**config.mk**
```make
export PLATFORM = sky130hd
export DESIGN_NAME = scan_decoder_nbit
export DESIGN_NICKNAME = d
export VERILOG_FILES = /design/src/rtl/decoder_pkg.sv /design/src/rtl/scan_next_sel.sv /design/src/rtl/scan_decoder_nbit.sv
export SDC_FILE = /design/constraint.sdc
export NUM_CORES = 1
export LEC_CHECK = 0
export CAP_MARGIN = 40
export CORE_AREA = 2 2 39 41
export DETAILED_ROUTE_END_ITERATION = 10
export DIE_AREA = 0 0 41 43
export PLACE_DENSITY_LB_ADDON = 0.25
export RECOVER_POWER = 50
export SYNTH_ARGS = -nofsm -noshare
export SYNTH_HDL_FRONTEND = slang
export SYNTH_HIERARCHICAL = 1
export SYNTH_SLANG_ARGS = --single-unit
```
**constraint.sdc**
```tcl
create_clock -name Clk -period 1.26 [get_ports Clk]
set_input_delay 0.315 -clock Clk [delete_from_list [all_inputs] [get_ports Clk]]
set_output_delay 0.315 -clock Clk [all_outputs]
set_load 0.1 [all_outputs]
```
**src/rtl/decoder_pkg.sv**
```systemverilog
// Shared definitions for the scan decoder family: mode encodings and the
// one-hot helper used by both the decoder datapath and its callers.
package decoder_pkg;

  localparam logic MODE_DIRECT = 1'b0;
  localparam logic MODE_SCAN   = 1'b1;

  // Widest one-hot vector the helper can build; decoders with SEL_W <= 6 fit.
  localparam int ONEHOT_W = 64;

  // One-hot of sel within a field of 'width' bits; out-of-range sel gives zero.
  function automatic logic [ONEHOT_W-1:0] onehot(input int unsigned sel,
                                                 input int unsigned width);
    logic [ONEHOT_W-1:0] result;
    if (sel < width) begin
      result = 64'd1 << sel;
    end else begin
      result = 64'd0;
    end
    return result;
  endfunction

endpackage

```
**src/rtl/scan_next_sel.sv**
```systemverilog
// Circular next-channel search: finds the first index after idx, wrapping
// around, whose mask bit is set. The mask is rotated so that position 0 is the
// channel just after idx, then a lowest-set-bit priority encoder picks it.
module scan_next_sel
  import decoder_pkg::*;
#(
  parameter int SEL_W = 2,
  localparam int NOUT = 2**SEL_W
) (
  input  logic [SEL_W-1:0] idx,
  input  logic [NOUT-1:0]  mask,
  output logic [SEL_W-1:0] nxt,
  output logic             vld
);

  logic [NOUT-1:0]  rot_s;
  logic [SEL_W-1:0] off_s;

  // Rotate the mask so bit i corresponds to channel idx+1+i (mod NOUT).
  always_comb begin
    rot_s = {NOUT{1'b0}};
    for (int i = 0; i < NOUT; i++) begin
      rot_s[i] = mask[idx + SEL_W'(i + 1)];
    end
  end

  // Priority-encode the lowest set bit of the rotated mask.
  always_comb begin
    off_s = {SEL_W{1'b0}};
    for (int i = NOUT - 1; i >= 0; i--) begin
      if (rot_s[i]) begin
        off_s = SEL_W'(i);
      end else begin
        off_s = off_s;
      end
    end
  end

  // Undo the rotation; an all-zero mask has no successor.
  always_comb begin
    nxt = idx + SEL_W'(1) + off_s;
    vld = |mask;
  end

endmodule

```
**src/rtl/scan_decoder_nbit.sv**
```systemverilog
// Registered SEL_W-to-2^SEL_W one-hot decoder with enable and a scan mode that
// walks the active channel at a rate of one step every PRESCALE cycles.
// Optional feature: define SCAN_MASK_EN to add the Mask port; scan then skips
// masked channels and blanks a masked current channel. Direct mode never uses
// Mask. Without the macro every channel is visited in order.
module scan_decoder_nbit
  import decoder_pkg::*;
#(
  parameter int SEL_W    = 2,
  parameter int PRESCALE = 4,
  localparam int NOUT    = 2**SEL_W
) (
  input  logic             Clk,
  input  logic             Rst,
  input  logic             En,
  input  logic             Mode,
  input  logic             Load,
  input  logic [SEL_W-1:0] W,
`ifdef SCAN_MASK_EN
  input  logic [NOUT-1:0]  Mask,
`endif
  output logic [NOUT-1:0]  Y,
  output logic [SEL_W-1:0] Idx,
  output logic             Tick
);

  // Dwell counter only has to reach PRESCALE-1; keep at least one bit.
  localparam int CW = (PRESCALE > 1) ? $clog2(PRESCALE) : 1;
  localparam logic [CW-1:0] CNT_LAST = CW'(PRESCALE - 1);

  logic [NOUT-1:0]  y_r;
  logic [SEL_W-1:0] idx_r;
  logic             tick_r;
  logic [CW-1:0]    cnt_r;

  logic [SEL_W-1:0] nxt_s;
  logic             nxt_vld_s;
  logic [NOUT-1:0]  mask_s;
  logic [NOUT-1:0]  oh_w_s;
  logic [NOUT-1:0]  oh_idx_s;
  logic [NOUT-1:0]  oh_nxt_s;

`ifdef SCAN_MASK_EN
  scan_next_sel #(
    .SEL_W (SEL_W)
  ) u_next (
    .idx  (idx_r),
    .mask (Mask),
    .nxt  (nxt_s),
    .vld  (nxt_vld_s)
  );

  // Scan outputs are gated by the channel mask.
  always_comb begin
    mask_s = Mask;
  end
`else
  // Unmasked scan: plain wrapping increment, every channel visible.
  always_comb begin
    nxt_s     = idx_r + SEL_W'(1);
    nxt_vld_s = 1'b1;
    mask_s    = {NOUT{1'b1}};
  end
`endif

  // One-hot images of the load value, the current index and the successor.
  always_comb begin
    oh_w_s   = NOUT'(onehot(32'(W), 32'(NOUT)));
    oh_idx_s = NOUT'(onehot(32'(idx_r), 32'(NOUT)));
    oh_nxt_s = NOUT'(onehot(32'(nxt_s), 32'(NOUT)));
  end

  // Decoder state: reset, blanking, direct decode and prescaled scan stepping.
  always_ff @(posedge Clk) begin
    if (Rst) begin
      y_r    <= {NOUT{1'b0}};
      idx_r  <= {SEL_W{1'b0}};
      tick_r <= 1'b0;
      cnt_r  <= {CW{1'b0}};
    end else if (!En) begin
      // Blank outputs but freeze index and dwell so scanning resumes mid-dwell.
      y_r    <= {NOUT{1'b0}};
      tick_r <= 1'b0;
    end else if (Mode == MODE_DIRECT) begin
      y_r    <= oh_w_s;
      idx_r  <= W;
      tick_r <= 1'b0;
      cnt_r  <= {CW{1'b0}};
    end else if (Load) begin
      // Load beats a step that falls due in the same cycle.
      y_r    <= oh_w_s & mask_s;
      idx_r  <= W;
      tick_r <= 1'b0;
      cnt_r  <= {CW{1'b0}};
    end else if (cnt_r == CNT_LAST) begin
      cnt_r <= {CW{1'b0}};
      if (nxt_vld_s) begin
        y_r    <= oh_nxt_s & mask_s;
        idx_r  <= nxt_s;
        tick_r <= 1'b1;
      end else begin
        // Nothing selectable: stay put and stay dark.
        y_r    <= {NOUT{1'b0}};
        tick_r <= 1'b0;
      end
    end else begin
      cnt_r  <= cnt_r + CW'(1);
      y_r    <= oh_idx_s & mask_s;
      tick_r <= 1'b0;
    end
  end

  assign Y    = y_r;
  assign Idx  = idx_r;
  assign Tick = tick_r;

endmodule
```
==> results of run 1 <==
==> final cells by class <==
class	instances	area share
sequential	9	0.239
inverter	4	0.0184
tap	16	0.0245
clock buffer	4	0.0322
timing repair buffer	23	0.267
multi-input combinational	43	0.419
==> sequential cells by signal, summed over array words and instances (netlist names) <==
signal	count
Idx	2
Tick	1
Y	4
cnt_r	2
==> how the worst max path moves through the flow <==
stage	to	slack [ns]	depth (start not counted)
2_1_floorplan	Y[1]	-0.05	4
3_3_place_gp	Idx[0]	-0.26	5
3_5_place_dp	Idx[1]	-0.26	5
4_1_cts	Y[1]	0.003	4
5_1_grt	Y[3]	-0.001	4
6_report	Y[1]	0.05	4
==> cells in the mapped netlist <==
library cell  count
buf_6             1
mux2i_1           1
dfxtp_1           9
nand2_1           1
ha_1              2
a31oi_1           1
a221oi_1          1
inv_2             1
or3_1             1
nand3_1           3
o21ai_0           2
nor4bb_1          1
buf_2             2
o32ai_1           2
a21oi_1           7
nand2b_1          5
nand4_1           1
nor3_1            1
nor2_1            4
nor2b_1           1
and3b_2           1
nand4b_1          1
o21a_1            1
nor3b_1           1
a21boi_0          1
a311oi_1          3
and3b_1           1
inv_1             3
==> through the flow <==
stage               instance area, um2   util
floorplan                          518      -
global placement                   786  0.568
detailed placement                 786  0.568
CTS                                842  0.608
global route                       816  0.590
finish                             816  0.590
==> logic make-up after synthesis <==
family / after synthesis
AOI/OAI and AO/OA: 18
and+or+nand+nor: 22
DFF: 9
muxes: 1
adders and majority gates: 2
buffers and inverters: 7
==> timing repair <==
| item | in CTS | in global routing |
|---|---|---|
| setup endpoints to repair | 4 | 7 |
| gates resized for setup | 7 | 9 |
| pin swaps | 0 | 5 |
==> power by group through the flow <==
| stage | clock [uW] | combinational (uW) | sequential [uW] |
|---|---|---|---|
| floorplan | 0 | 48.4 | 374 |
| global placement | 0 | 193 | 317 |
| detailed placement | 0 | 195 | 317 |
| CTS | 242 | 196 | 311 |
| global route | 255 | 203 | 308 |
| finish | 237 | 193 | 306 |
==> layout by cell type, fill, tap and decap left out, drive strengths merged <==
master,count
clkbuf,4
nor3,1
nor4bb,1
nand3,3
nor3b,1
o21a,1
and3b,2
a21boi,1
dlymetal6s2s,2
o32ai,2
nor2b,1
ha,2
a311oi,3
a31oi,1
o21ai,2
a221oi,1
a21oi,7
mux2i,1
dfxtp,9
nor2,4
clkdlybuf4s50,4
nand2b,5
nand4,1
nand2,1
buf,17
nand4b,1
or3,1
inv,4
==> worst reg2reg max path, stage by stage (launching register included) <==
cell      delay (ns)
dfxtp_4         0.38
ha_4            0.17
nand2_2         0.06
or3_1           0.32
a311oi_2        0.20
==> routing by layer <==
metal / share of wire / track usage / up-vias / routed length [um]
li1: - / - / 271 / -
met1: 0.41 / 0.205 / 246 / 528
met2: 0.52 / 0.250 / 14 / 673
met3: 0.065 / 0.0314 / 2 / 85
met4: 0.012 / 0.100 / 0 / 16
met5: 0 / 0 / - / 0
==> key figures, run 1 <==
Die
  • Die Area: 1760 um2
  • Core Rows: 14
  • Ports: 14
  • Core Box Area: 1380 um2
  • Die span in x: 41 um
  • Initial core utilization: 0.364
  • Die height: 43 um

Global route
  • Antenna violations before repair: 0
  • Largest net degree at the start of global routing: 12
  • Gr usage total: 0.165
  • Remaining global-route overflow: 0
  • First-pass GRT wire length: 1.94 mm
  • Vias in the first global route: 457

STA
  • Setup-failing EPs final: 0
  • Worst Max-Slew Pin Slew: 0.380 ns
  • F_max: 828 MHz
  • Setup_tns: 0 ns
  • RSZ-0062 raised after global routing: yes
  • Setup ws final: 0.0517 ns
  • Max Transition Viols Final: 0
  • Hold Slack: 0.478 ns
  • Post-layout minimum cycle time: 1.21 ns
  • Post-route clock period utilization: 0.959
  • Final Skew: 0.00389 ns
  • Worst slew margin: 0.746
  • Final hold vios: 0

Finish
  • Layout cells sized above 1: 0.410
  • Finished Layout Cells: 99
  • Seq. cell area: 195 um2
  • # fillers: 126
  • Nets@finish: 93
  • Antenna Cells: 0
  • Synthesis-to-finish area growth: 61.8%
  • Area of the multi-input gates: 342 um2

Critical path
  • Reg2Reg Depth: 4
  • Nature of the critical path startpoint: register
  • CP Class: register to register
  • Top delay family on crit path: flip-flops
  • R2r endpoint: Y[1]
  • Critical path buffer and inverter count: 0
  • CP Capture Type: register
  • Arr. time, crit path: 1.39 ns
  • R2r setup slk: 0.05 ns
  • Crit path largest cell delay: 0.38 ns
  • Worst path cell trace: ha_4, nand2_2, or3_1, a311oi_2
  • Crit-path max FO: 7
  • CP max stage cell: dfxtp_4
  • CP startpoint: cnt_r[1]
  • Worst Path Required: 1.44 ns
  • RR Startpoint: cnt_r[1]

Synthesis
  • Largest family of logic cells by synthesized area: simple AND/OR/NAND/NOR gates
  • Post-Synth Simple-Gate Area: 0.266
  • Syn Nets: 68
  • Syn Area/Cell: 8.55 um2
  • Synth Area in Compound Gates: 0.236
  • Syn. warnings: 6
  • Synth Instances: 59
  • Synth area leaders: dfxtp_1, a21oi_1, nand2b_1, a311oi_1, ha_1
  • Synth Area in Adders: 0.0496
  • Post-synth top area share: 0.357
  • Post-synth cell types: 28
  • Synth area leader: dfxtp_1
  • Synth Register Bits: 9
  • Post-Syn Area: 504 um2
  • Mux contribution to synthesized area: 0.0199
  • Sequential share of the synthesized area: 0.357
  • Post-Synth XOR/XNOR Area: 0

Clock network
  • Setup repair bufs after CTS: 0
  • Clock latency on the worst-skew pair: 0.27 ns
  • H-tree levels: 1
  • Hold_buf cts: 0
  • Sink Count: 9
  • CTS tree: built
  • Clock Path Buffers: 2
  • CTS root buf: clkbuf_4
  • Worst-path clk slew: 0.07 ns
  • TritonCTS Buffers: 3

Pwr
  • PwrDens: 903 nW/um2
  • Clk network pwr share: 0.322
  • Static Leakage: 0.000321 uW
  • Overall Power: 737 uW
  • Peak supply drop: 0.528 mV
  • Sequential Power Share: 0.416
  • P_int: 489 uW
  • Switch share: 0.336
  • Comb pwr share: 0.262
  • P_sw: 248 uW

Drt
  • Post-route antenna net violation count: 0
  • Final wirelength: 1.30 mm
  • Vias/cell: 5.38
  • DR vias: 533
  • 1st-iter DRT viols: 4
  • Routed wire per std cell: 13.2 um
  • First drt pass iteration count: 4
  • Drt drc: 0

Worst hold path
  • Hold wc startpoint: Load
  • Min-delay worst type: input port to register
  • Hold path cells: 4
  • Hold Path End: Idx[0]

Run status
  • Outcome: finished, final reports clean

Place
  • Setup Slack @ Placement: -0.258 ns
  • GPL Wtd Cong: 0.785
  • Port Buf Inserts: 13
  • Placed Cells incl. Taps: 95
  • Dpl hpwl: 867 um

Job
  • Max_cap viols: 0
No activity file was read; power rests on OpenSTA's default activity.
==> run 2: changes to the inputs <==
--- a/config.mk
+++ b/config.mk
@@ -7,6 +7,7 @@
 export LEC_CHECK = 0
 export CAP_MARGIN = 40
 export CORE_AREA = 2 2 39 41
+export CTS_CLUSTER_DIAMETER = 100
 export DETAILED_ROUTE_END_ITERATION = 10
 export DIE_AREA = 0 0 41 43
 export PLACE_DENSITY_LB_ADDON = 0.25
==> results of run 2 <==
No change in the layout: final DEF, timing and power equal those of run 1.
==> run 3: changes to the inputs <==
--- a/config.mk
+++ b/config.mk
@@ -5,6 +5,7 @@
 export SDC_FILE = /design/constraint.sdc
 export NUM_CORES = 1
 export LEC_CHECK = 0
+export ABC_AREA = 0
 export CAP_MARGIN = 40
 export CORE_AREA = 2 2 39 41
 export CTS_CLUSTER_DIAMETER = 100
==> results of run 3 <==
No change in the layout: final DEF, timing and power equal those of run 1.
